--- src/rtl/aurora_ex_pkg.sv ---
// Shared encodings, widths and types for the execute stage and its iterative multiplier.
package aurora_ex_pkg;

  localparam int unsigned XLEN      = 64;
  localparam int unsigned REG_AW    = 5;
  localparam int unsigned F3_W      = 3;
  localparam int unsigned F7_W      = 7;
  localparam int unsigned SHAMT_W   = $clog2(XLEN);
  localparam int unsigned MUL_ITERS = 64;
  localparam int unsigned CNT_W     = $clog2(MUL_ITERS);

  localparam logic [F3_W-1:0] F3_ADD  = 3'b000;
  localparam logic [F3_W-1:0] F3_SLL  = 3'b001;
  localparam logic [F3_W-1:0] F3_SLT  = 3'b010;
  localparam logic [F3_W-1:0] F3_SLTU = 3'b011;
  localparam logic [F3_W-1:0] F3_XOR  = 3'b100;
  localparam logic [F3_W-1:0] F3_SRL  = 3'b101;
  localparam logic [F3_W-1:0] F3_OR   = 3'b110;
  localparam logic [F3_W-1:0] F3_AND  = 3'b111;

  localparam logic [F7_W-1:0] F7_ALT    = 7'b0100000;
  localparam logic [F7_W-1:0] F7_MULDIV = 7'b0000001;

  typedef enum logic [1:0] {
    MUL_IDLE = 2'd0,
    MUL_BUSY = 2'd1,
    MUL_DONE = 2'd2
  } mul_state_e;

  // Pipeline control bits carried from ID/EX into EX/MEM.
  typedef struct packed {
    logic wreg_en;
    logic wmem_en;
    logic rmem_en;
    logic mem_to_reg;
    logic load;
    logic store;
  } ex_ctrl_t;

endpackage

--- src/rtl/ex_stage_if.sv ---
// ID/EX inputs, EX/MEM outputs and the upstream stall for the execute stage.
interface ex_stage_if;
  import aurora_ex_pkg::*;

  logic              WRegEn_in;
  logic              WMemEn_in;
  logic              RMemEn_in;
  logic              mem_to_reg_in;
  logic              imm_in;
  logic              load_in;
  logic              store_in;
  logic [XLEN-1:0]   R1out_in;
  logic [XLEN-1:0]   R2out_in;
  logic [XLEN-1:0]   sign_ext_in;
  logic [REG_AW-1:0] WReg1_in;
  logic [F3_W-1:0]   func3_in;
  logic [F7_W-1:0]   func7_in;

  logic              WRegEn_out;
  logic              WMemEn_out;
  logic              RMemEn_out;
  logic              mem_to_reg_out;
  logic              load_out;
  logic              store_out;
  logic [XLEN-1:0]   alu_result_out;
  logic [XLEN-1:0]   store_data_out;
  logic [REG_AW-1:0] WReg1_out;
  logic [F3_W-1:0]   func3_out;
  logic              stall_out;

  modport master (
    output WRegEn_in, WMemEn_in, RMemEn_in, mem_to_reg_in, imm_in, load_in, store_in,
    output R1out_in, R2out_in, sign_ext_in, WReg1_in, func3_in, func7_in,
    input  WRegEn_out, WMemEn_out, RMemEn_out, mem_to_reg_out, load_out, store_out,
    input  alu_result_out, store_data_out, WReg1_out, func3_out, stall_out
  );

  modport slave (
    input  WRegEn_in, WMemEn_in, RMemEn_in, mem_to_reg_in, imm_in, load_in, store_in,
    input  R1out_in, R2out_in, sign_ext_in, WReg1_in, func3_in, func7_in,
    output WRegEn_out, WMemEn_out, RMemEn_out, mem_to_reg_out, load_out, store_out,
    output alu_result_out, store_data_out, WReg1_out, func3_out, stall_out
  );

endinterface

--- src/rtl/mul_iter.sv ---
// Iterative shift-add multiplier: one multiplier bit per BUSY cycle, low 64 bits of the product.
module mul_iter
  import aurora_ex_pkg::*;
(
  input  logic            clk,
  input  logic            rst_n,
  input  logic            i_start,
  input  logic [XLEN-1:0] i_op_a,
  input  logic [XLEN-1:0] i_op_b,
  output logic            o_busy_c,
  output logic            o_done_c,
  output logic [XLEN-1:0] o_product
);

  mul_state_e       r_state;
  mul_state_e       w_state_nxt;
  logic [CNT_W-1:0] r_cnt;
  logic [XLEN-1:0]  r_acc;
  logic [XLEN-1:0]  r_mcand;
  logic [XLEN-1:0]  r_mplier;

  always_ff @(posedge clk or negedge rst_n) begin
    if (!rst_n) r_state <= MUL_IDLE;
    else        r_state <= w_state_nxt;
  end

  always_comb begin
    w_state_nxt = r_state;
    o_busy_c    = 1'b0;
    o_done_c    = 1'b0;
    case (r_state)
      MUL_IDLE: if (i_start) w_state_nxt = MUL_BUSY;
      MUL_BUSY: begin
        o_busy_c = 1'b1;
        if (r_cnt == CNT_W'(MUL_ITERS - 1)) w_state_nxt = MUL_DONE;
      end
      // DONE always returns to IDLE, so a MUL still sitting on the inputs cannot restart here.
      MUL_DONE: begin
        o_done_c    = 1'b1;
        w_state_nxt = MUL_IDLE;
      end
      default: w_state_nxt = MUL_IDLE;
    endcase
  end

  always_ff @(posedge clk or negedge rst_n) begin
    if (!rst_n) begin
      r_cnt    <= '0;
      r_acc    <= '0;
      r_mcand  <= '0;
      r_mplier <= '0;
    end else begin
      case (r_state)
        MUL_IDLE: if (i_start) begin
          r_cnt    <= '0;
          r_acc    <= '0;
          r_mcand  <= i_op_a;
          r_mplier <= i_op_b;
        end
        MUL_BUSY: begin
          if (r_mplier[0]) r_acc <= r_acc + r_mcand;
          r_mcand  <= r_mcand << 1;
          r_mplier <= r_mplier >> 1;
          r_cnt    <= r_cnt + CNT_W'(1);
        end
        default: ;
      endcase
    end
  end

  assign o_product = r_acc;

endmodule

--- src/rtl/ex_stage.sv ---
// Execute stage: single-cycle ALU, multi-cycle MUL via mul_iter, and the EX/MEM pipeline register.
module ex_stage
  import aurora_ex_pkg::*;
(
  input  logic      CLK,
  input  logic      RST,
  ex_stage_if.slave ex_if
);

  logic [XLEN-1:0]        w_op_a;
  logic [XLEN-1:0]        w_op_b;
  logic [XLEN-1:0]        w_alu_result;
  logic signed [XLEN-1:0] w_sra;
  logic [SHAMT_W-1:0]     w_shamt;
  logic                   w_sub;
  logic                   w_is_mul;
  logic                   w_mul_busy;
  logic                   w_mul_done;
  logic                   w_mul_start;
  logic [XLEN-1:0]        w_product;
  ex_ctrl_t               w_ctrl_in;

  ex_ctrl_t               r_ctrl;
  logic [XLEN-1:0]        r_alu_result;
  logic [XLEN-1:0]        r_store_data;
  logic [REG_AW-1:0]      r_wreg;
  logic [F3_W-1:0]        r_func3;

  ex_ctrl_t               r_mul_ctrl;
  logic [XLEN-1:0]        r_mul_store_data;
  logic [REG_AW-1:0]      r_mul_wreg;
  logic [F3_W-1:0]        r_mul_func3;

  always_comb begin
    w_ctrl_in            = '0;
    w_ctrl_in.wreg_en    = ex_if.WRegEn_in;
    w_ctrl_in.wmem_en    = ex_if.WMemEn_in;
    w_ctrl_in.rmem_en    = ex_if.RMemEn_in;
    w_ctrl_in.mem_to_reg = ex_if.mem_to_reg_in;
    w_ctrl_in.load       = ex_if.load_in;
    w_ctrl_in.store      = ex_if.store_in;
  end

  assign w_op_a  = ex_if.R1out_in;
  assign w_op_b  = ex_if.imm_in ? ex_if.sign_ext_in : ex_if.R2out_in;
  assign w_shamt = w_op_b[SHAMT_W-1:0];
  assign w_sra   = $signed(w_op_a) >>> w_shamt;
  assign w_sub   = !ex_if.imm_in && (ex_if.func7_in == F7_ALT);

  always_comb begin
    w_alu_result = '0;
    if (ex_if.load_in || ex_if.store_in) begin
      w_alu_result = ex_if.R1out_in + ex_if.sign_ext_in;
    end else begin
      case (ex_if.func3_in)
        F3_ADD:  w_alu_result = w_sub ? (w_op_a - w_op_b) : (w_op_a + w_op_b);
        F3_SLL:  w_alu_result = w_op_a << w_shamt;
        F3_SLT:  w_alu_result = ($signed(w_op_a) < $signed(w_op_b)) ? XLEN'(1) : XLEN'(0);
        F3_SLTU: w_alu_result = (w_op_a < w_op_b) ? XLEN'(1) : XLEN'(0);
        F3_XOR:  w_alu_result = w_op_a ^ w_op_b;
        F3_SRL:  w_alu_result = ex_if.func7_in[5] ? $unsigned(w_sra) : (w_op_a >> w_shamt);
        F3_OR:   w_alu_result = w_op_a | w_op_b;
        F3_AND:  w_alu_result = w_op_a & w_op_b;
        default: w_alu_result = '0;
      endcase
    end
  end

  assign w_is_mul = (ex_if.func7_in == F7_MULDIV) && (ex_if.func3_in == F3_ADD) &&
                    !ex_if.imm_in && ex_if.WRegEn_in;
  assign w_mul_start = w_is_mul && !w_mul_busy && !w_mul_done;

  // Reset gates the stall so a MUL held on the inputs during reset does not freeze upstream.
  assign ex_if.stall_out = RST && (w_mul_start || w_mul_busy);

  mul_iter u_mul_iter (
    .clk       (CLK),
    .rst_n     (RST),
    .i_start   (w_mul_start),
    .i_op_a    (ex_if.R1out_in),
    .i_op_b    (ex_if.R2out_in),
    .o_busy_c  (w_mul_busy),
    .o_done_c  (w_mul_done),
    .o_product (w_product)
  );

  // MUL side-band captured at start, replayed into EX/MEM alongside the product.
  always_ff @(posedge CLK or negedge RST) begin
    if (!RST) begin
      r_mul_ctrl       <= '0;
      r_mul_store_data <= '0;
      r_mul_wreg       <= '0;
      r_mul_func3      <= '0;
    end else if (w_mul_start) begin
      r_mul_ctrl       <= w_ctrl_in;
      r_mul_store_data <= ex_if.R2out_in;
      r_mul_wreg       <= ex_if.WReg1_in;
      r_mul_func3      <= ex_if.func3_in;
    end
  end

  // EX/MEM register: product on DONE, bubble while the multiplier owns the stage, else ALU.
  always_ff @(posedge CLK or negedge RST) begin
    if (!RST) begin
      r_ctrl       <= '0;
      r_alu_result <= '0;
      r_store_data <= '0;
      r_wreg       <= '0;
      r_func3      <= '0;
    end else if (w_mul_done) begin
      r_ctrl       <= r_mul_ctrl;
      r_alu_result <= w_product;
      r_store_data <= r_mul_store_data;
      r_wreg       <= r_mul_wreg;
      r_func3      <= r_mul_func3;
    end else if (w_mul_start || w_mul_busy) begin
      r_ctrl <= '0;
    end else begin
      r_ctrl       <= w_ctrl_in;
      r_alu_result <= w_alu_result;
      r_store_data <= ex_if.R2out_in;
      r_wreg       <= ex_if.WReg1_in;
      r_func3      <= ex_if.func3_in;
    end
  end

  assign ex_if.WRegEn_out     = r_ctrl.wreg_en;
  assign ex_if.WMemEn_out     = r_ctrl.wmem_en;
  assign ex_if.RMemEn_out     = r_ctrl.rmem_en;
  assign ex_if.mem_to_reg_out = r_ctrl.mem_to_reg;
  assign ex_if.load_out       = r_ctrl.load;
  assign ex_if.store_out      = r_ctrl.store;
  assign ex_if.alu_result_out = r_alu_result;
  assign ex_if.store_data_out = r_store_data;
  assign ex_if.WReg1_out      = r_wreg;
  assign ex_if.func3_out      = r_func3;

endmodule

--- src/flat_wrapper.sv ---
// flat-port wrapper written by rule: the top's interface ports become plain ports
module ex_stage_flat import aurora_ex_pkg::*;
  (CLK, RST, ex_if_WRegEn_in, ex_if_WMemEn_in, ex_if_RMemEn_in, ex_if_mem_to_reg_in, ex_if_imm_in, ex_if_load_in, ex_if_store_in, ex_if_R1out_in, ex_if_R2out_in, ex_if_sign_ext_in, ex_if_WReg1_in, ex_if_func3_in, ex_if_func7_in, ex_if_WRegEn_out, ex_if_WMemEn_out, ex_if_RMemEn_out, ex_if_mem_to_reg_out, ex_if_load_out, ex_if_store_out, ex_if_alu_result_out, ex_if_store_data_out, ex_if_WReg1_out, ex_if_func3_out, ex_if_stall_out);
  ex_stage_if ex_if_i ();
  input  logic CLK;
  input  logic RST;
  input wire logic [$bits(ex_if_i.WRegEn_in)-1:0] ex_if_WRegEn_in;
  input wire logic [$bits(ex_if_i.WMemEn_in)-1:0] ex_if_WMemEn_in;
  input wire logic [$bits(ex_if_i.RMemEn_in)-1:0] ex_if_RMemEn_in;
  input wire logic [$bits(ex_if_i.mem_to_reg_in)-1:0] ex_if_mem_to_reg_in;
  input wire logic [$bits(ex_if_i.imm_in)-1:0] ex_if_imm_in;
  input wire logic [$bits(ex_if_i.load_in)-1:0] ex_if_load_in;
  input wire logic [$bits(ex_if_i.store_in)-1:0] ex_if_store_in;
  input wire logic [$bits(ex_if_i.R1out_in)-1:0] ex_if_R1out_in;
  input wire logic [$bits(ex_if_i.R2out_in)-1:0] ex_if_R2out_in;
  input wire logic [$bits(ex_if_i.sign_ext_in)-1:0] ex_if_sign_ext_in;
  input wire logic [$bits(ex_if_i.WReg1_in)-1:0] ex_if_WReg1_in;
  input wire logic [$bits(ex_if_i.func3_in)-1:0] ex_if_func3_in;
  input wire logic [$bits(ex_if_i.func7_in)-1:0] ex_if_func7_in;
  output wire logic [$bits(ex_if_i.WRegEn_out)-1:0] ex_if_WRegEn_out;
  output wire logic [$bits(ex_if_i.WMemEn_out)-1:0] ex_if_WMemEn_out;
  output wire logic [$bits(ex_if_i.RMemEn_out)-1:0] ex_if_RMemEn_out;
  output wire logic [$bits(ex_if_i.mem_to_reg_out)-1:0] ex_if_mem_to_reg_out;
  output wire logic [$bits(ex_if_i.load_out)-1:0] ex_if_load_out;
  output wire logic [$bits(ex_if_i.store_out)-1:0] ex_if_store_out;
  output wire logic [$bits(ex_if_i.alu_result_out)-1:0] ex_if_alu_result_out;
  output wire logic [$bits(ex_if_i.store_data_out)-1:0] ex_if_store_data_out;
  output wire logic [$bits(ex_if_i.WReg1_out)-1:0] ex_if_WReg1_out;
  output wire logic [$bits(ex_if_i.func3_out)-1:0] ex_if_func3_out;
  output wire logic [$bits(ex_if_i.stall_out)-1:0] ex_if_stall_out;
  assign ex_if_i.WRegEn_in = ex_if_WRegEn_in;
  assign ex_if_i.WMemEn_in = ex_if_WMemEn_in;
  assign ex_if_i.RMemEn_in = ex_if_RMemEn_in;
  assign ex_if_i.mem_to_reg_in = ex_if_mem_to_reg_in;
  assign ex_if_i.imm_in = ex_if_imm_in;
  assign ex_if_i.load_in = ex_if_load_in;
  assign ex_if_i.store_in = ex_if_store_in;
  assign ex_if_i.R1out_in = ex_if_R1out_in;
  assign ex_if_i.R2out_in = ex_if_R2out_in;
  assign ex_if_i.sign_ext_in = ex_if_sign_ext_in;
  assign ex_if_i.WReg1_in = ex_if_WReg1_in;
  assign ex_if_i.func3_in = ex_if_func3_in;
  assign ex_if_i.func7_in = ex_if_func7_in;
  assign ex_if_WRegEn_out = ex_if_i.WRegEn_out;
  assign ex_if_WMemEn_out = ex_if_i.WMemEn_out;
  assign ex_if_RMemEn_out = ex_if_i.RMemEn_out;
  assign ex_if_mem_to_reg_out = ex_if_i.mem_to_reg_out;
  assign ex_if_load_out = ex_if_i.load_out;
  assign ex_if_store_out = ex_if_i.store_out;
  assign ex_if_alu_result_out = ex_if_i.alu_result_out;
  assign ex_if_store_data_out = ex_if_i.store_data_out;
  assign ex_if_WReg1_out = ex_if_i.WReg1_out;
  assign ex_if_func3_out = ex_if_i.func3_out;
  assign ex_if_stall_out = ex_if_i.stall_out;
  ex_stage u_core (.CLK(CLK), .RST(RST), .ex_if(ex_if_i));
endmodule
--- config.mk ---
export PLATFORM = sky130hd
export DESIGN_NAME = ex_stage_flat
export DESIGN_NICKNAME = d
export VERILOG_FILES = /design/src/rtl/aurora_ex_pkg.sv /design/src/rtl/ex_stage_if.sv /design/src/rtl/mul_iter.sv /design/src/rtl/ex_stage.sv /design/src/flat_wrapper.sv
export SDC_FILE = /design/constraint.sdc
export NUM_CORES = 2
export LEC_CHECK = 0
export CORE_ASPECT_RATIO = 0.5
export CORE_MARGIN = 2
export CORE_UTILIZATION = 40
export CTS_CLUSTER_SIZE = 24
export DETAILED_ROUTE_END_ITERATION = 12
export SLEW_MARGIN = 10
export SYNTH_ARGS = -nofsm -noshare
export SYNTH_HDL_FRONTEND = slang
export SYNTH_HIERARCHICAL = 1
export SYNTH_SLANG_ARGS = --single-unit
--- constraint.sdc ---
create_clock -name CLK -period 4.3 [get_ports CLK]
set_input_delay 0.645 -clock CLK [delete_from_list [all_inputs] [get_ports CLK]]
set_output_delay 0.645 -clock CLK [all_outputs]
set_load 0.01 [all_outputs]
# After elaboration in Yosys (flattened, before gate mapping)
# Index checks and enable logic that the tools add are counted.
# W data, S select, Z words.
# word_totals
regBits	420
input_bits	216
out_inout_bits	143
elab_cells	102
# classes
add_sub_neg	5
n_lt_le_gt_ge	2
eq_ne	16
shift	3
mux	31
bitwise	3
reduce_logical	18
# ops
cell	n
$mux W64	12
$pmux W64 S8	1
$pmux W64 S2	3
$add A64 B64 Y64	3
$lt A64 B64 Y1	2
$and A64 B64 Y64	1
$or A64 B64 Y64	1
$shl A64 B6 Y64	1
$shr A64 B6 Y64	1
$sshr A64 B6 Y64	1
$sub A64 B64 Y64	1
$xor A64 B64 Y64	1
$mux W6	3
$eq A3 B3 Y1 const B	4
$pmux W6 S2	1
$mux W5	2
$eq A7 B1 Y1 const B	1
$eq A7 B6 Y1 const B	1
$logic_and A1 B1 Y1	7
$add A6 B1 Y6 const B	1
$eq A3 B2 Y1 const B	2
$eq A6 B6 Y1 const B	1
$mux W3	2
$mux W1	4
14 further kinds	21

# Longest topological paths before layout
# logic_depth
word_depth	9
mapped_depth	21
mapped_depth_nobuf	16

# Hierarchy
# Netlist, hierarchy kept.
# modules_own_cells
mod	instances	cells_each	area_per_inst_um2	seq_area_each_um2
ex_stage	1	4729	35197.5	5505.3
mul_iter	1	1320	12062.8	5004.8

# Worst setup path after synthesis
# Ideal clock, no wire load.
# synth_timing
kind	input to register
start	input ex_if_imm_in
end	register u_core.r_alu_result[47] (netlist: u_core/ex_if.alu_result_out[47])
setup_ns	0.077
arrival_time_ns	4.982
t_required_ns	4.223
path_slack_ns	-0.760
path_stages	18
n_path_buf	6
path_cell_list	buf_6 > buf_2 > mux2i_1 > clkbuf_1 > clkbuf_1 > buf_1 > ha_1 > clkbuf_2 > o211a_1 > a2111o_1 > a21oi_1 > o31ai_1 > a221oi_1 > o41ai_2 > nand2_1 > mux2_1 > or4_1 > a21oi_1
# synth_via
elab_chain_cells	7
elab_cells_between_ends	23
cone_classes	add/sub (2); eq/ne (1); shift (3); mux (7); bitwise (3); reduce/logical (7)
# synth_rtl
element	line_no	text
from (decl)	flat_wrapper.sv:11	input wire logic [$bits(ex_if_i.imm_in)-1:0] ex_if_imm_in;
$mux W64 / $logic_not A1 Y1 (equally long branches)	ex_stage.sv:45, ex_stage.sv:48, ex_stage.sv:70	
$add A64 B64 Y64, or another cell as far along	ex_stage.sv:56	F3_ADD: w_alu_result = w_sub ? (w_op_a - w_op_b) : (w_op_a + w_op_b);
$mux W64, or another cell as far along	ex_stage.sv:56	
$pmux W64 S8 / $logic_and A1 B1 Y1 (equally long branches)	ex_stage.sv:55, ex_stage.sv:71	
$mux W64 / $logic_and A1 B1 Y1 (equally long branches)	ex_stage.sv:52, ex_stage.sv:71	
$mux W64 / $logic_or A1 B1 Y1 (equally long branches)	ex_stage.sv:116	end else if (w_mul_start || w_mul_busy) begin
$mux W64 / $ne A2 B1 Y1 (equally long branches)	n/a	
to (signal assigned)	ex_stage.sv:112	r_alu_result <= w_product;
to (signal assigned)	ex_stage.sv:120	r_alu_result <= w_alu_result;
to (decl)	ex_stage.sv:24	logic [XLEN-1:0] r_alu_result;
# Parallel ways exist; a longest one is shown, timed or not. The select of a mux whose other input is x is not followed.
# A chain may end at the register's enable or synchronous reset.

# Worst setup path in the final report
# layout_timing
start	input ex_if_R2out_in[0]
end	register u_core.r_alu_result[55] (netlist: u_core/ex_if.alu_result_out[55])
# layout_via
elab_chain_cells	7
elab_cells_between_ends	12
cone_classes	add/sub (2); shift (3); mux (7)
# layout_rtl
element	line_no	text
from (decl)	flat_wrapper.sv:15	input wire logic [$bits(ex_if_i.R2out_in)-1:0] ex_if_R2out_in;
$mux W64 *	ex_stage.sv:45	assign w_op_b = ex_if.imm_in ? ex_if.sign_ext_in : ex_if.R2out_in;
$add A64 B64 Y64, or another cell as far along	ex_stage.sv:56	
$mux W64 (on tied branches)	ex_stage.sv:56, ex_stage.sv:61	
$pmux W64 S8 *	ex_stage.sv:55	case (ex_if.func3_in)
$mux W64 *	ex_stage.sv:52	if (ex_if.load_in || ex_if.store_in) begin
$mux W64 *	ex_stage.sv:116	
$mux W64 *	ex_stage.sv:110	end else if (w_mul_done) begin
# Every way passes the cells marked *; elsewhere a longest branch is shown, timed or not. The select of a mux whose other input is x is not followed.

==> impl_metrics.csv <==
group,metric,value,unit
status,outcome,"finished with violations",
status,violations,"setup timing",
yosys,syn_nets,6589,
sta,layout_min_cycle_time,4410,ps
setup_path,required,4910,ps
yosys,avgSynthCellArea,7.81,µm²
setup_path,crit_type,"primary input to register",
yosys,yosysMostFrequentCell,"nand2_1",
pwr,p_leak,29.9,nW
global_route,grt_usage,54.0,%
clocking,cts_buffers,44,
flow_run,maxCapViolCount,0,
setup_path,startpoint,"ex_if_R2out_in[0]",
die,die_area,121000,µm²
yosys,synth_top_area_share,22.2,%
global_route,grt_max_degree,138,
yosys,synth_common_cells,"nand2_1, o21ai_0, a21oi_1",
setup_path,cp_data_arrival_time,5030,ps
sta,rsz0062_at_grt,"true",
min_path,hold_class,"primary input to async pin",
yosys,synth_largest_area_cell,"dfrtp_1",
sta,finalMaxSlewViolations,0,
die,ios,359,
clocking,path_clk_slew,80,ps
clocking,cts_max_path_buffers,3,
global_route,grt_overflow,0,
pwr,clockPowerShare,22.9,%
setup_path,reg2reg_from,"u_core/u_mul_iter/r_state[1]",
placed_design,port_buffers,358,
drt,vias_per_cell,6.63,
sta,holdWs,457,ps
die,start_util,40.2,%
final_layout,final_util,57.0,%
placed_design,dp_hpwl,280000,µm
drt,drt_wl_total,342000,µm
final_layout,syn_to_final_growth,41.9,%
pwr,p_comb_share,52.8,%
sta,fin_ws,-113,ps
drt,vias,62400,
sta,skew,59.6,ps
yosys,synth_edf_count,0,
sta,fmax,227,MHz
setup_path,critPathLaunchType,"primary input",
drt,drc,0,
setup_path,crit_fanout,65,
global_route,grt_antenna_before_repair,55,
clocking,cts_tree,"yes",
pwr,powerDensity,279,nW/µm²
drt,routedWlPerCell,36.3,µm
pwr,p_sw,8.20,mW
sta,hold_viol_final,0,
clocking,clock_latency,690,ps
yosys,ys_types,121,
drt,initialDrtViolationCount,10500,
final_layout,multi_input_area,34600,µm²
global_route,grt_first_pass_wirelength,458000,µm
die,core-area,118000,µm²
yosys,synth.cell_area,47300,µm²
sta,tightest_slew,1170,ps
pwr,seqPwrFrac,24.2,%
yosys,syn_inst,6049,
die,num_rows,89,
placed_design,globalplace.congestion,1.26,
sta,finalCritPeriodShare,103,%
clocking,ctsHtreeMaxLevel,2,
final_layout,seq_area,10500,µm²
placed_design,pre_cts_ws,-1440,ps
drt,drtAntennaViolNets,0,
sta,max_slew_margin,21.5,%
pwr,p_int,10.5,mW
final_layout,drive_above_1_share,27.5,%
pwr,swShare,43.8,%
clocking,clock_sinks,420,
sta,final-setup-viol-count,15,
setup_path,cp-end-kind,"register",
yosys,netlist_top_cells_area,"dfrtp_1, mux2i_1, ha_1, nand2_1, o21ai_0",
final_layout,nets,8294,
die,die_w,490,µm
yosys,ys_seq_area_share,22.2,%
yosys,ys_warn_count,6,
yosys,synth_ff_type,"dfrtp_1",
clocking,cts_root_buffer,"clkbuf_16",
drt,dr.pass1.iters,8,
final_layout,n_fill_cell,10800,
setup_path,r2r_cells,12,
yosys,async_reset_ff_share,100,%
pwr,vdd_ir_drop_max,0.000337,V
yosys,synth_seq_cells,420,
global_route,first_global_vias,57600,
die,die_h,247,µm
-- cell families (layout without fill, tap and decap cells) --
logic type	Yosys count	in the layout	share of synthesized area (%)
AOI/OAI and AO/OA	2015	2015	27.2
xor gates and xnor gates	195	195	3.61
adders and majority gates	324	324	8.64
buffers and inverters	664	2402	6.12
DFF	420	420	22.2
muxes	648	648	15.6
other	0	35	0
and+or+nand+nor	1783	1783	16.6
-- per-stage QoR --
stage	area, µm²	power [mW]	cells	setup TNS, ps
global route	67000	19.0	9393	-95.7
CTS	66500	18.0	9359	0
global placement	64700	13.6	9277	-41560
floorplan	47500	8.14	6049	-183
finish	67100	18.7	9414	-817
detailed placement	64700	13.7	9278	-43340
-- flip-flops by register name, indices dropped and copies added (netlist names), 2 cells and up --
name / flops
u_core/u_mul_iter/r_mplier: 64
u_core/u_mul_iter/r_state: 2
u_core/ex_if.WReg1_out: 5
u_core/u_mul_iter/r_cnt: 6
u_core/u_mul_iter/r_mcand: 64
u_core/ex_if.alu_result_out: 64
u_core/u_mul_iter/o_product: 64
u_core/r_mul_store_data: 64
u_core/ex_if.func3_out: 3
u_core/r_mul_ctrl: 6
u_core/ex_if.store_data_out: 64
u_core/r_mul_func3: 3
u_core/r_mul_wreg: 5
-- critical path, cell delays in order --
cell and delay (ps):
clkdlybuf4s50_1 490, buf_6 150, mux2i_4 80, inv_4 100
buf_4 430, buf_12 390, mux2_2 400, mux2i_1 260
mux2i_1 180, nor2_1 150, a31oi_1 70, o22ai_1 630
o221ai_1 280, buf_4 240, a221o_1 320, o211ai_1 90
-- power by group through the flow --
stage	Sequential (mW)	Clock, mW	Combinational (mW)
after floorplan	4.42	0	3.72
after global placement	4.56	0	9.03
after detailed placement	4.57	0	9.08
after CTS	4.50	4.31	9.16
after global routing	4.52	4.45	10.0
final	4.54	4.30	9.90
-- per-layer routing --
| metal | GRT usage [%] | share of wire [%] |
|---|---|---|
| met4 | 26.5 | 6.1 |
| met5 | 17.3 | 0.99 |
| met2 | 67.1 | 35 |
| met3 | 39.0 | 19 |
| met1 | 65.8 | 38 |
-- layout make-up --
| class | count | share of cell area, % |
|---|---|---|
| diodes | 35 | 0.131 |
| clock buffers | 62 | 1.91 |
| clock inverters | 17 | 0.371 |
| inverters | 240 | 1.36 |
| multi-input cells | 4965 | 51.5 |
| flip-flops and latches | 420 | 15.7 |
| well taps | 1592 | 2.97 |
| repair buffers | 2083 | 26.0 |
-- worst paths after layout --
kind | to | slack [ps]
worst max-delay path | u_core/ex_if.alu_result_out[55] | -110
worst min-delay path | u_core/ex_if.WRegEn_out | 460
worst max register to register | u_core/ex_if.alu_result_out[37] | 20
worst min register to register | u_core/ex_if.store_data_out[1] | 480
max in group asynchronous | u_core/u_mul_iter/r_mplier[26] | 1920
min in group CLK | u_core/ex_if.store_data_out[1] | 480
-- cells in the final DEF (no fill, tap or decap), drive strengths merged, types with 84 or more instances in the layout --
cell	synthesis	final
xnor2	133	133
dfrtp	420	420
nor2	478	478
nand2	822	822
inv	239	239
a21oi	554	554
ha	320	320
mux2i	492	492
a21o	107	107
nand3	84	84
mux2	96	96
a211oi	109	109
clkdlybuf4s50	0	338
buf	167	1730
o21ai	577	577
-- repair_timing --
item                                    4_1_cts  5_1_grt
hold endpoints to repair                     21        0
endpoints found under the setup margin       27       45
pin swaps                                     4       19
hold buffers                                  1        0
setup buffers                                 1       21
resized for setup                            32       79
Power figures use the tool's default switching activity.
